## src/rtl/fabric_cfg_pkg.sv

```systemverilog
// fabric_cfg_pkg
// Shared constants, the loader state enum and the CRC-8 helper used by the
// fabric configuration loader.
//   SOF / EOS          : stream framing bytes
//   LT_CFG_W / SB_CFG_W: config word widths (logic tile / switch box)
//   LT_BYTES / SB_BYTES: payload bytes per frame type
//   CRC_POLY           : CRC-8 polynomial (x^8 + x^2 + x + 1)
package fabric_cfg_pkg;

  localparam logic [7:0] SOF      = 8'hA5;
  localparam logic [7:0] EOS      = 8'h5A;
  localparam int         LT_CFG_W = 33;
  localparam int         SB_CFG_W = 16;
  localparam int         LT_BYTES = 5;
  localparam int         SB_BYTES = 2;
  localparam logic [7:0] CRC_POLY = 8'h07;

  typedef enum logic [2:0] {
    ST_IDLE,
    ST_HDR,
    ST_PAYLOAD,
    ST_DRAIN,
    ST_CRC,
    ST_COMMIT
  } state_t;

  // One byte of CRC-8 (init handled by caller, no reflection, no final xor).
  function automatic logic [7:0] crc8_next(input logic [7:0] crc, input logic [7:0] data);
    logic [7:0] c;
    c = crc ^ data;
    for (int i = 0; i < 8; i++) begin
      c = c[7] ? ((c << 1) ^ CRC_POLY) : (c << 1);
    end
    return c;
  endfunction

endpackage

```

## src/rtl/cfg_crc8.sv

```systemverilog
// cfg_crc8
// Running CRC-8 register over a byte stream.
//   clock   : rising-edge clock
//   reset_n : asynchronous active-low reset (crc -> 0)
//   clear   : restart the CRC at 0 (wins over update)
//   update  : fold data into the running CRC this cycle
//   data    : byte to fold
//   crc     : current CRC value
module cfg_crc8
  import fabric_cfg_pkg::*;
(
  input  logic       clock,
  input  logic       reset_n,
  input  logic       clear,
  input  logic       update,
  input  logic [7:0] data,
  output logic [7:0] crc
);

  always_ff @(posedge clock or negedge reset_n) begin
    if (!reset_n) begin
      crc <= 8'h00;
    end else if (clear) begin
      crc <= 8'h00;
    end else if (update) begin
      crc <= crc8_next(crc, data);
    end
  end

endmodule

```

## src/rtl/fabric_cfg_loader.sv

```systemverilog
// fabric_cfg_loader
// Byte-serial configuration loader: unpacks framed bytes (A5, header,
// LSB-first payload) into logic-tile (33-bit) or switch-box (16-bit) config
// words and pulses a one-hot write strobe for one cycle. Byte 5A in IDLE
// enables the fabric. Optional build macro FABRIC_CFG_CRC_EN adds a trailing
// CRC-8 byte per frame (over header + payload).
// Handshake: a byte moves on a rising edge where cfg_valid && cfg_ready;
// cfg_ready is low only in the single COMMIT cycle.
// Ports:
//   clock, reset_n          : clock, async active-low reset
//   cfg_valid/cfg_data      : incoming byte stream
//   cfg_ready               : loader accepts a byte this cycle
//   lt_cfg_we/lt_cfg_data   : logic-tile strobe (one-hot) and word
//   sb_cfg_we/sb_cfg_data   : switch-box strobe (one-hot) and word
//   fabric_en, cfg_err      : sticky status flags
//   frame_cnt               : committed frames, saturating at 255
module fabric_cfg_loader
  import fabric_cfg_pkg::*;
#(
  parameter int N_LT = 4,
  parameter int N_SB = 4
) (
  input  logic                clock,
  input  logic                reset_n,
  input  logic                cfg_valid,
  input  logic [7:0]          cfg_data,
  output logic                cfg_ready,
  output logic [N_LT-1:0]     lt_cfg_we,
  output logic [LT_CFG_W-1:0] lt_cfg_data,
  output logic [N_SB-1:0]     sb_cfg_we,
  output logic [SB_CFG_W-1:0] sb_cfg_data,
  output logic                fabric_en,
  output logic                cfg_err,
  output logic [7:0]          frame_cnt
);

`ifdef FABRIC_CFG_CRC_EN
  localparam int CRC_BYTES = 1;
`else
  localparam int CRC_BYTES = 0;
`endif

  // Byte-counter values of the final payload byte / final drained byte.
  localparam logic [2:0] LT_LAST       = 3'(LT_BYTES - 1);
  localparam logic [2:0] SB_LAST       = 3'(SB_BYTES - 1);
  localparam logic [2:0] LT_DRAIN_LAST = 3'(LT_BYTES + CRC_BYTES - 1);
  localparam logic [2:0] SB_DRAIN_LAST = 3'(SB_BYTES + CRC_BYTES - 1);

  state_t                state, state_nxt;
  logic                  is_sb_q;
  logic [6:0]            idx_q;
  logic [2:0]            cnt_q;
  logic [LT_CFG_W-1:0]   asm_q, asm_nxt, out_word;
  logic                  xfer, hdr_bad, last_byte, drain_done;
  logic                  load_out, set_err;

  assign xfer      = cfg_valid && cfg_ready;
  assign cfg_ready = (state != ST_COMMIT);

  assign hdr_bad    = cfg_data[7] ? ({1'b0, cfg_data[6:0]} >= 8'(N_SB))
                                  : ({1'b0, cfg_data[6:0]} >= 8'(N_LT));
  assign last_byte  = (cnt_q == (is_sb_q ? SB_LAST : LT_LAST));
  assign drain_done = (cnt_q == (is_sb_q ? SB_DRAIN_LAST : LT_DRAIN_LAST));

  // Place the incoming byte at its LSB-first position; only bit 0 of the
  // fifth logic-tile byte lands (FF select).
  always_comb begin
    asm_nxt = asm_q;
    case (cnt_q)
      3'd0:    asm_nxt[7:0]   = cfg_data;
      3'd1:    asm_nxt[15:8]  = cfg_data;
      3'd2:    asm_nxt[23:16] = cfg_data;
      3'd3:    asm_nxt[31:24] = cfg_data;
      default: asm_nxt[32]    = cfg_data[0];
    endcase
  end

`ifdef FABRIC_CFG_CRC_EN
  logic [7:0] crc_val;

  cfg_crc8 u_crc (
    .clock  (clock),
    .reset_n(reset_n),
    .clear  (state == ST_IDLE && xfer && cfg_data == SOF),
    .update (xfer && (state == ST_HDR || state == ST_PAYLOAD)),
    .data   (cfg_data),
    .crc    (crc_val)
  );

  // Word is complete in asm_q by the time the CRC byte arrives.
  assign out_word = asm_q;
`else
  // Output registers load in the same edge as the final payload byte.
  assign out_word = asm_nxt;
`endif

  always_comb begin
    state_nxt = state;
    load_out  = 1'b0;
    set_err   = 1'b0;
    case (state)
      ST_IDLE: begin
        if (xfer && cfg_data == SOF) state_nxt = ST_HDR;
      end
      ST_HDR: begin
        if (xfer) begin
          if (hdr_bad) begin
            set_err   = 1'b1;
            state_nxt = ST_DRAIN;
          end else begin
            state_nxt = ST_PAYLOAD;
          end
        end
      end
      ST_PAYLOAD: begin
        if (xfer && last_byte) begin
`ifdef FABRIC_CFG_CRC_EN
          state_nxt = ST_CRC;
`else
          load_out  = 1'b1;
          state_nxt = ST_COMMIT;
`endif
        end
      end
`ifdef FABRIC_CFG_CRC_EN
      ST_CRC: begin
        if (xfer) begin
          if (cfg_data == crc_val) begin
            load_out  = 1'b1;
            state_nxt = ST_COMMIT;
          end else begin
            set_err   = 1'b1;
            state_nxt = ST_IDLE;
          end
        end
      end
`endif
      ST_DRAIN: begin
        if (xfer && drain_done) state_nxt = ST_IDLE;
      end
      ST_COMMIT: state_nxt = ST_IDLE;
      default:   state_nxt = ST_IDLE;
    endcase
  end

  always_ff @(posedge clock or negedge reset_n) begin
    if (!reset_n) begin
      state       <= ST_IDLE;
      is_sb_q     <= 1'b0;
      idx_q       <= '0;
      cnt_q       <= '0;
      asm_q       <= '0;
      lt_cfg_data <= '0;
      sb_cfg_data <= '0;
      fabric_en   <= 1'b0;
      cfg_err     <= 1'b0;
      frame_cnt   <= '0;
    end else begin
      state <= state_nxt;
      if (state == ST_HDR && xfer) begin
        is_sb_q <= cfg_data[7];
        idx_q   <= cfg_data[6:0];
        cnt_q   <= '0;
        asm_q   <= '0;
      end
      if ((state == ST_PAYLOAD || state == ST_DRAIN) && xfer) begin
        cnt_q <= cnt_q + 3'd1;
        asm_q <= asm_nxt;
      end
      if (load_out) begin
        if (is_sb_q) sb_cfg_data <= out_word[SB_CFG_W-1:0];
        else         lt_cfg_data <= out_word;
      end
      if (set_err) cfg_err <= 1'b1;
      if (state == ST_IDLE && xfer && cfg_data == EOS) fabric_en <= 1'b1;
      if (state == ST_COMMIT && frame_cnt != 8'hFF) frame_cnt <= frame_cnt + 8'd1;
    end
  end

  always_comb begin
    lt_cfg_we = '0;
    sb_cfg_we = '0;
    for (int i = 0; i < N_LT; i++)
      lt_cfg_we[i] = (state == ST_COMMIT) && !is_sb_q && (idx_q == 7'(i));
    for (int i = 0; i < N_SB; i++)
      sb_cfg_we[i] = (state == ST_COMMIT) && is_sb_q && (idx_q == 7'(i));
  end

endmodule
```

## config.mk

```make
export PLATFORM = sky130hd
export DESIGN_NAME = fabric_cfg_loader
export DESIGN_NICKNAME = d
export VERILOG_FILES = /design/src/rtl/fabric_cfg_pkg.sv /design/src/rtl/cfg_crc8.sv /design/src/rtl/fabric_cfg_loader.sv
export SDC_FILE = /design/constraint.sdc
export NUM_CORES = 1
export LEC_CHECK = 0
export CAP_MARGIN = 20
export CORE_UTILIZATION = 45
export DETAILED_ROUTE_END_ITERATION = 10
export PLACE_DENSITY = 0.74
export SETUP_SLACK_MARGIN = 0.05
export SKIP_CTS_REPAIR_TIMING = 1
export SYNTH_ARGS = -nofsm -noshare
export SYNTH_HDL_FRONTEND = slang
export SYNTH_SLANG_ARGS = --single-unit
```

## constraint.sdc

```tcl
create_clock -name clock -period 2.6 [get_ports clock]
set_input_delay 0.39 -clock clock [delete_from_list [all_inputs] [get_ports clock]]
set_output_delay 0.39 -clock clock [all_outputs]
set_load 0.05 [all_outputs]
```

# Word level (Yosys, flattened, before mapping)
# Index checks and enable logic that the tools add are counted.
# totals
output_inout_bits,68
reg_bits,106
elab_cells,82
inputBits,11
# op_classes
reduce_logical,28
addsub,2
mux,21
n_lt_le_gt_ge,1
n_eq_ne,19
n_bitwise,1
# op_table
cell,count
$mux 33,2
$mux 8,4
$mux 3,7
$logic_and 1x1->1,18
$eq 7x2->1 const B,2
$eq 3x2->1 const B,4
$pmux 3 s4,1
$add 8x1->8 const B,1
$eq 8x7->1 const B,1
$eq 8x8->1 const B,1
$ne 2x2->1 const B,4
$ne 8x8->1 const B,1
$eq 7x1->1 const B,1
$ge 7x3->1 const B,1
$logic_not 7->1,1
$mux 1,7
$eq 3x1->1 const B,2
$logic_not 3->1,2
$reduce_and 2->1,2
$reduce_and 4->1,1
$reduce_or 4->1,1
$add 3x1->3 const B,1
$eq 3x3->1,1
$eq 3x3->1 const B,1
other kinds (5),5

# Depth between registers and ports, before layout
# Gate-level depths: netlist of the first run.
# depth
word_depth,6
depth_mapped,8
mapped_depth_nobuf,6

# Worst setup path after synthesis of the first run
# No wires, ideal clock.
# synth_timing
kind,reg2out
startpoint,reg idx_q[2]
endpoint,out lt_cfg_we[1]
t_arrival_ns,2.516
path_stages_with_launch,5
required_time_ns,2.210
n_path_buf,0
setup_slack_ns,-0.306
path_cell_list,dfrtp_1 -> or4_4 -> nor2_1 -> nand2_1 -> nor4_1
# synth_between
elab_chain_len,2
# synth_lines
element,line,rtl
start: declaration,fabric_cfg_loader.sv:51,logic [6:0] idx_q;
start signal: assignment,fabric_cfg_loader.sv:162,idx_q <= cfg_data[6:0];
$eq 7x1->1,fabric_cfg_loader.sv:184,lt_cfg_we[i] = (state == ST_COMMIT) && !is_sb_q && (idx_q == 7'(i));
$logic_and 1x1->1,fabric_cfg_loader.sv:184,
end: declaration,fabric_cfg_loader.sv:28,"output logic [N_LT-1:0] lt_cfg_we,"
# No other way between the ends.

# Worst setup path in the final report of the first run
# layout_timing
startpoint,reg idx_q[2]
endpoint,out lt_cfg_we[2]
# layout_between
elab_chain_len,2
# layout_lines
element,line
$eq 7x2->1,fabric_cfg_loader.sv:184
$logic_and 1x1->1,fabric_cfg_loader.sv:184
# No other way between the ends.

==> results of run 1 <==
flip-flops by register name, indices dropped and copies added (netlist names):
| register | cells |
|---|---|
| asm_q | 33 |
| cfg_err | 1 |
| cnt_q | 3 |
| fabric_en | 1 |
| frame_cnt | 8 |
| idx_q | 7 |
| is_sb_q | 1 |
| lt_cfg_data | 33 |
| sb_cfg_data | 16 |
| state | 3 |
logic make-up after synthesis:
family / count (synthesis) / share of synthesized area (%)
adders and majority gates: 6 / 1.581
AOI/OAI and AO/OA: 93 / 10.77
DFF: 106 / 55.85
and+or+nand+nor: 179 / 17.57
xor gates and xnor gates: 4 / 0.7378
buffers and inverters: 42 / 4.162
muxes: 43 / 9.326
cells in the final DEF (no fill, tap or decap), types with 11 or more instances in the layout:
master	netlist	layout
nand2_1	122	122
nand3_1	11	11
o21ai_0	40	40
clkdlybuf4s50_1	0	68
o21ai_1	38	38
mux2i_1	33	33
dfrtp_1	106	106
buf_4	3	15
worst paths after layout:
kind                          start         endpoint  cells past startpoint
hold / removal              reset_n  lt_cfg_data[30]                      1
setup / recovery           idx_q[2]     lt_cfg_we[2]                      4
setup reg to reg           cnt_q[0]        asm_q[32]                      6
min in group clock          cfg_err          cfg_err                      1
hold reg to reg             cfg_err          cfg_err                      1
max in group asynchronous   reset_n  lt_cfg_data[13]                      2
metrics by stage:
| stage | hold WS [ns] | setup TNS [ns] | worst slack (ns) | power, mW |
|---|---|---|---|---|
| after floorplan | 0.09441 | -0.6129 | -0.3065 | 4.779 |
| after global placement | 0.4529 | 0 | 0.4705 | 5.674 |
| after detailed placement | 0.4674 | 0 | 0.4473 | 5.765 |
| after CTS | 0.1245 | 0 | 0.03653 | 6.984 |
| after global routing | 0.1543 | 0 | 0.001459 | 7.370 |
| final | 0.1024 | 0 | 0.1077 | 6.964 |
power groups by stage:
stage | combinational (mW) | clock, mW | sequential (mW)
2_1_floorplan | 1.26 | 0 | 3.51
3_3_place_gp | 3.02 | 0 | 2.65
3_5_place_dp | 3.09 | 0 | 2.67
4_1_cts | 3.11 | 1.24 | 2.64
5_1_grt | 3.33 | 1.30 | 2.74
6_report | 3.09 | 1.23 | 2.65
per-layer routing:
| metal | part of all wire (%) | global-route usage, % | vias to the layer above |
|---|---|---|---|
| met5 | 0 | 0 | - |
| met3 | 2.8 | 3.057 | 15 |
| met1 | 44 | 25.04 | 1792 |
| met2 | 51 | 33.44 | 62 |
| met4 | 1.9 | 7.847 | 0 |
| li1 | - | - | 1745 |
area by class of cell:
class	instances	area [um2]
repair buffers	93	985.9
clock buffers	9	123.9
inverters	9	33.78
flip-flops and latches	106	2653
well taps	136	170.2
multi-input cells	325	1968
fillers	882	4219
clock inverters	7	123.9
==> run metrics, run 1 <==
non-filler cells, final=685; DRT iter0 DRCs=258; Leakage=2.703 nW; first-pass GRT wire length=17080 um; clock latency at the later pin of the worst-skew pair=0.37 ns; DIE WIDTH=104.7 um; final instance area=0.006058 mm2; CP Cell Sequence=or4_4 -> or3_4 -> nor4_4 -> buf_12; antenna violations before repair=0; gr ovfl total=0; Layout Nets=561; period utilization=95.86%; Synth Instances=473; Distinct cells, synth=46; Clk pin slew, worst setup/hold paths=0.10 ns; Core Box Area=0.01028 mm2; Worst VDD drop=0.0005819 V; GRT Resource Usage Total=19.62%; max-slew violation total from the final report=0; gpl congestion=0.7398; Mapped Avg Cell Area=10.04 um2; # port buffers=78; post-synthesis register bit count=106; Setup crit end kind=output pin; min cycle time layout=2.492 ns; CTS H-tree lvls=3; number of CTS-inserted buffers=9; Inserted Diodes=0; DRC Markers=0; TritonRoute pass-1 iters=7; Initial Utilization=46.21%; # rows=37; Worst slew margin=46.73%; CP required=2.21 ns; clock power share=17.6%; Ports=79; buffer and inverter count on the worst path=1; Arr. time, crit path=2.10 ns; share of the synthesized area in the top cell type=55.85%; Synth top cells by count=nand2_1, dfrtp_1, o21ai_0; Top delay family on crit path=simple AND/OR/NAND/NOR gates; crit start category=flip-flop; count of flip-flops with a built-in enable after synthesis=0; maximum clock rate=401.2 MHz; Synth area leader=dfrtp_1; max_cap viols=0; Seq pwr share=38.0%; Synthesis Warnings=0; Worst-Margin Slew=0.7991 ns; HPWL after detailed placement=7177 um; CTS tree=built; fraction of registers with async set/reset=100.0%; synthesis-to-finish area growth=27.56%; Max Root-Sink Buffers=2; Vias/cell=5.276; largest net degree at the start of global routing=65; # clock sinks=106; Hold Fails Final Rpt=0; via count=3614; fin util=58.95%; Cells after DPL=669; Comb power frac=44.3%; RSZ-0062 raised after global routing=yes; final setup fails=0; Avg WL per Cell=14.98 um; Pint=3.991 mW; CTS Root Buffer Type=clkbuf_8; Switching Power=2.973 mW; die area=0.01097 mm2; cell area after synthesis=0.004750 mm2; status=finished clean; ys flop type=dfrtp_1; Worst path slowest cell=or4_4; syn_nets=490; pwr/cell area=1150 mW/mm2; Post-Route WL=10260 um; Sw Share=42.70%; Crit Path Max Fanout=4; Die H=104.7 um; share of post-route cells with drive strength above 1=12.20%; Post-DP Area=0.005766 mm2; crit path kind=flip-flop to output pin; vias in the first global route=3504; HP Class=input pin to asynchronous set/reset pin; most frequent cell after synthesis=nand2_1; r2r setup slk=0.75 ns; post-route ant nets=0; sequential area share after synthesis=55.85%; top cells by area, synth=dfrtp_1, nand2_1, mux2i_1; CP max stage delay=0.54 ns; skew final=0.01438 ns
(Power assumes the default switching activity.)
==> run 2: changes to the inputs <==
CORE_UTILIZATION = 36   (was 45)
PLACE_DENSITY = 0.63   (was 0.74)
SETUP_SLACK_MARGIN = unset   (was 0.05)
==> run 2 against run 1 <==
Effect of this change:
- setup slack worse by 0.044 ns
- final area is 0.85% higher
- clock power is 7% higher
- utilization is 11 points lower
- final cell count is 5.4% higher
- critical path type unchanged
==> run metrics, run 2 (synthesis results as in run 1) <==
worst r2r dst=asm_q[31]; RSZ-0062 raised after global routing=yes; antenna violations before repair=0 (unchanged); Max Root-Sink Buffers=2 (unchanged); pwr/cell area=1152 mW/mm2 (+0.21%); Inserted Diodes=0 (unchanged); crit start category=flip-flop; Die H=116.9 um (+12%); CP required=2.21 ns (about the same); TritonRoute pass-1 iters=4 (-3); Post-Route WL=10600 um (+3.3%); # port buffers=78 (unchanged); # clock sinks=106 (unchanged); Ports=79 (unchanged); CP startpoint=state[1]; gr ovfl total=0 (unchanged); share of post-route cells with drive strength above 1=12.18% (-0.022 points); Worst VDD drop=0.0005086 V (-13%); status=finished clean; # rows=41 (+11%); final instance area=0.006110 mm2 (+0.85%); Clk pin slew, worst setup/hold paths=0.07 ns (-0.03 ns); max_cap viols=0 (unchanged); CTS Root Buffer Type=clkbuf_16; DIE WIDTH=116.9 um (+12%); setup TNS=0 ns (unchanged); Initial Utilization=37.33% (-8.9 points); CTS tree=built; fin util=48.02% (-11 points); vias in the first global route=3465 (-1.1%); commonest non-fill, non-tap cell in the layout=nand2_1; max-slew violation total from the final report=0 (unchanged); Layout Nets=562 (+0.18%); Hold Fails Final Rpt=0 (unchanged); DRT iter0 DRCs=275 (+6.6%); Arr. time, crit path=2.15 ns (+0.05 ns); r2r setup slk=0.72 ns (-0.03 ns); die area=0.01366 mm2 (+24%); dpl ws=0.4412 ns (-0.006039 ns); total power after layout=7.038 mW (+1.1%); most frequent cells in the layout=nand2_1, dfrtp_1, clkdlybuf4s50_1, o21ai_0, o21ai_1; final setup fails=0 (unchanged); Vias/cell=4.979 (-5.6%); DRC Markers=0 (unchanged); HP Class=input pin to asynchronous set/reset pin; GRT Resource Usage Total=17.12% (-2.5 points); Worst slew margin=60.33% (+14 points); Crit Path Max Fanout=10 (+6); Setup crit end kind=output pin; min cycle time layout=2.536 ns (+0.04420 ns); largest net degree at the start of global routing=45 (-31%); clock latency at the later pin of the worst-skew pair=0.35 ns (-0.02 ns); crit path kind=flip-flop to output pin; min setup slack post-route=0.06351 ns (-0.04420 ns); CTS H-tree lvls=3 (unchanged); CP endpoint=cfg_ready; period utilization=97.56% (+1.7 points); Leakage=2.699 nW (-0.15%); via count=3595 (-0.53%); post-route ant nets=0 (unchanged); worst r2r src=cnt_q[0]; Worst-Margin Slew=0.5932 ns (-0.2059 ns); skew final=0.009071 ns (-0.005307 ns); first-pass GRT wire length=17750 um (+3.9%); number of CTS-inserted buffers=9 (unchanged); Avg WL per Cell=14.68 um (-2.0%); Largest regs=asm_q x33, lt_cfg_data x33, sb_cfg_data x16; R2R depth=5 (-1); Core Box Area=0.01272 mm2 (+24%); Post-DP Area=0.005818 mm2 (+0.91%); HPWL after detailed placement=7430 um (+3.5%); synthesis-to-finish area growth=28.64%; maximum clock rate=394.2 MHz (-1.7%); gpl congestion=0.7370 (-0.38%)
==> run 2: cell count changes in the layout (fill, tap and decap cells not counted), sizes merged <==
cell	delta
inv	+2
buf	+1
clkinv	+1
clkdlybuf4s50	+1
dlymetal6s2s	-1
bufinv	-3
==> run 2: area by class of cell <==
type / count / area, um2
Clock buffer: 9 / 225.2
Clock inverter: 7 / 60.06
Fill cell: 1262 / 6613
Inverter: 9 / 33.78
Multi-Input combinational cell: 325 / 1932
Sequential cell: 106 / 2653
Tap cell: 172 / 215.2
Timing Repair Buffer: 94 / 991.0
==> run 2: power breakdown <==
part	internal, mW	total, mW	leakage (nW)	switching (mW)
Combinational	1.10	3.07	1.14	1.97
Sequential	2.24	2.65	1.41	0.412
Clock	0.669	1.32	0.143	0.649
Total	4.01	7.04	2.70	3.03
==> run 2: metrics by stage <==
stage,hold WS (ns),instances
final,0.03062,722
after global routing,0.07073,722
after CTS,0.04495,722
after detailed placement,0.4231,706
after global placement,0.4123,706
after floorplan,0.09441,473
==> run 2: worst max-delay path: stages (launching register included) <==
cell             delay [ns]
dfrtp_1                0.49
and3b_2                0.29
inv_2                  0.18
clkdlybuf4s50_1        0.83
==> run 2: worst min path at each step <==
stage | endpoint | slack [ns] | cells after the start
detailed placement | frame_cnt[0] | 0.42 | 1
floorplan | asm_q[0] | 0.09 | 0
global placement | frame_cnt[4] | 0.41 | 1
finish | frame_cnt[0] | 0.03 | 1
CTS | frame_cnt[0] | 0.04 | 1
global route | frame_cnt[0] | 0.07 | 1
==> run 2: routing by layer <==
metal / share of wire (%) / track usage (%) / routed length, um
met1: 46 / 21.71 / 4850
met2: 49 / 28.60 / 5140
met3: 3.9 / 3.708 / 417
met4: 1.8 / 6.751 / 188
met5: 0 / 0 / 0
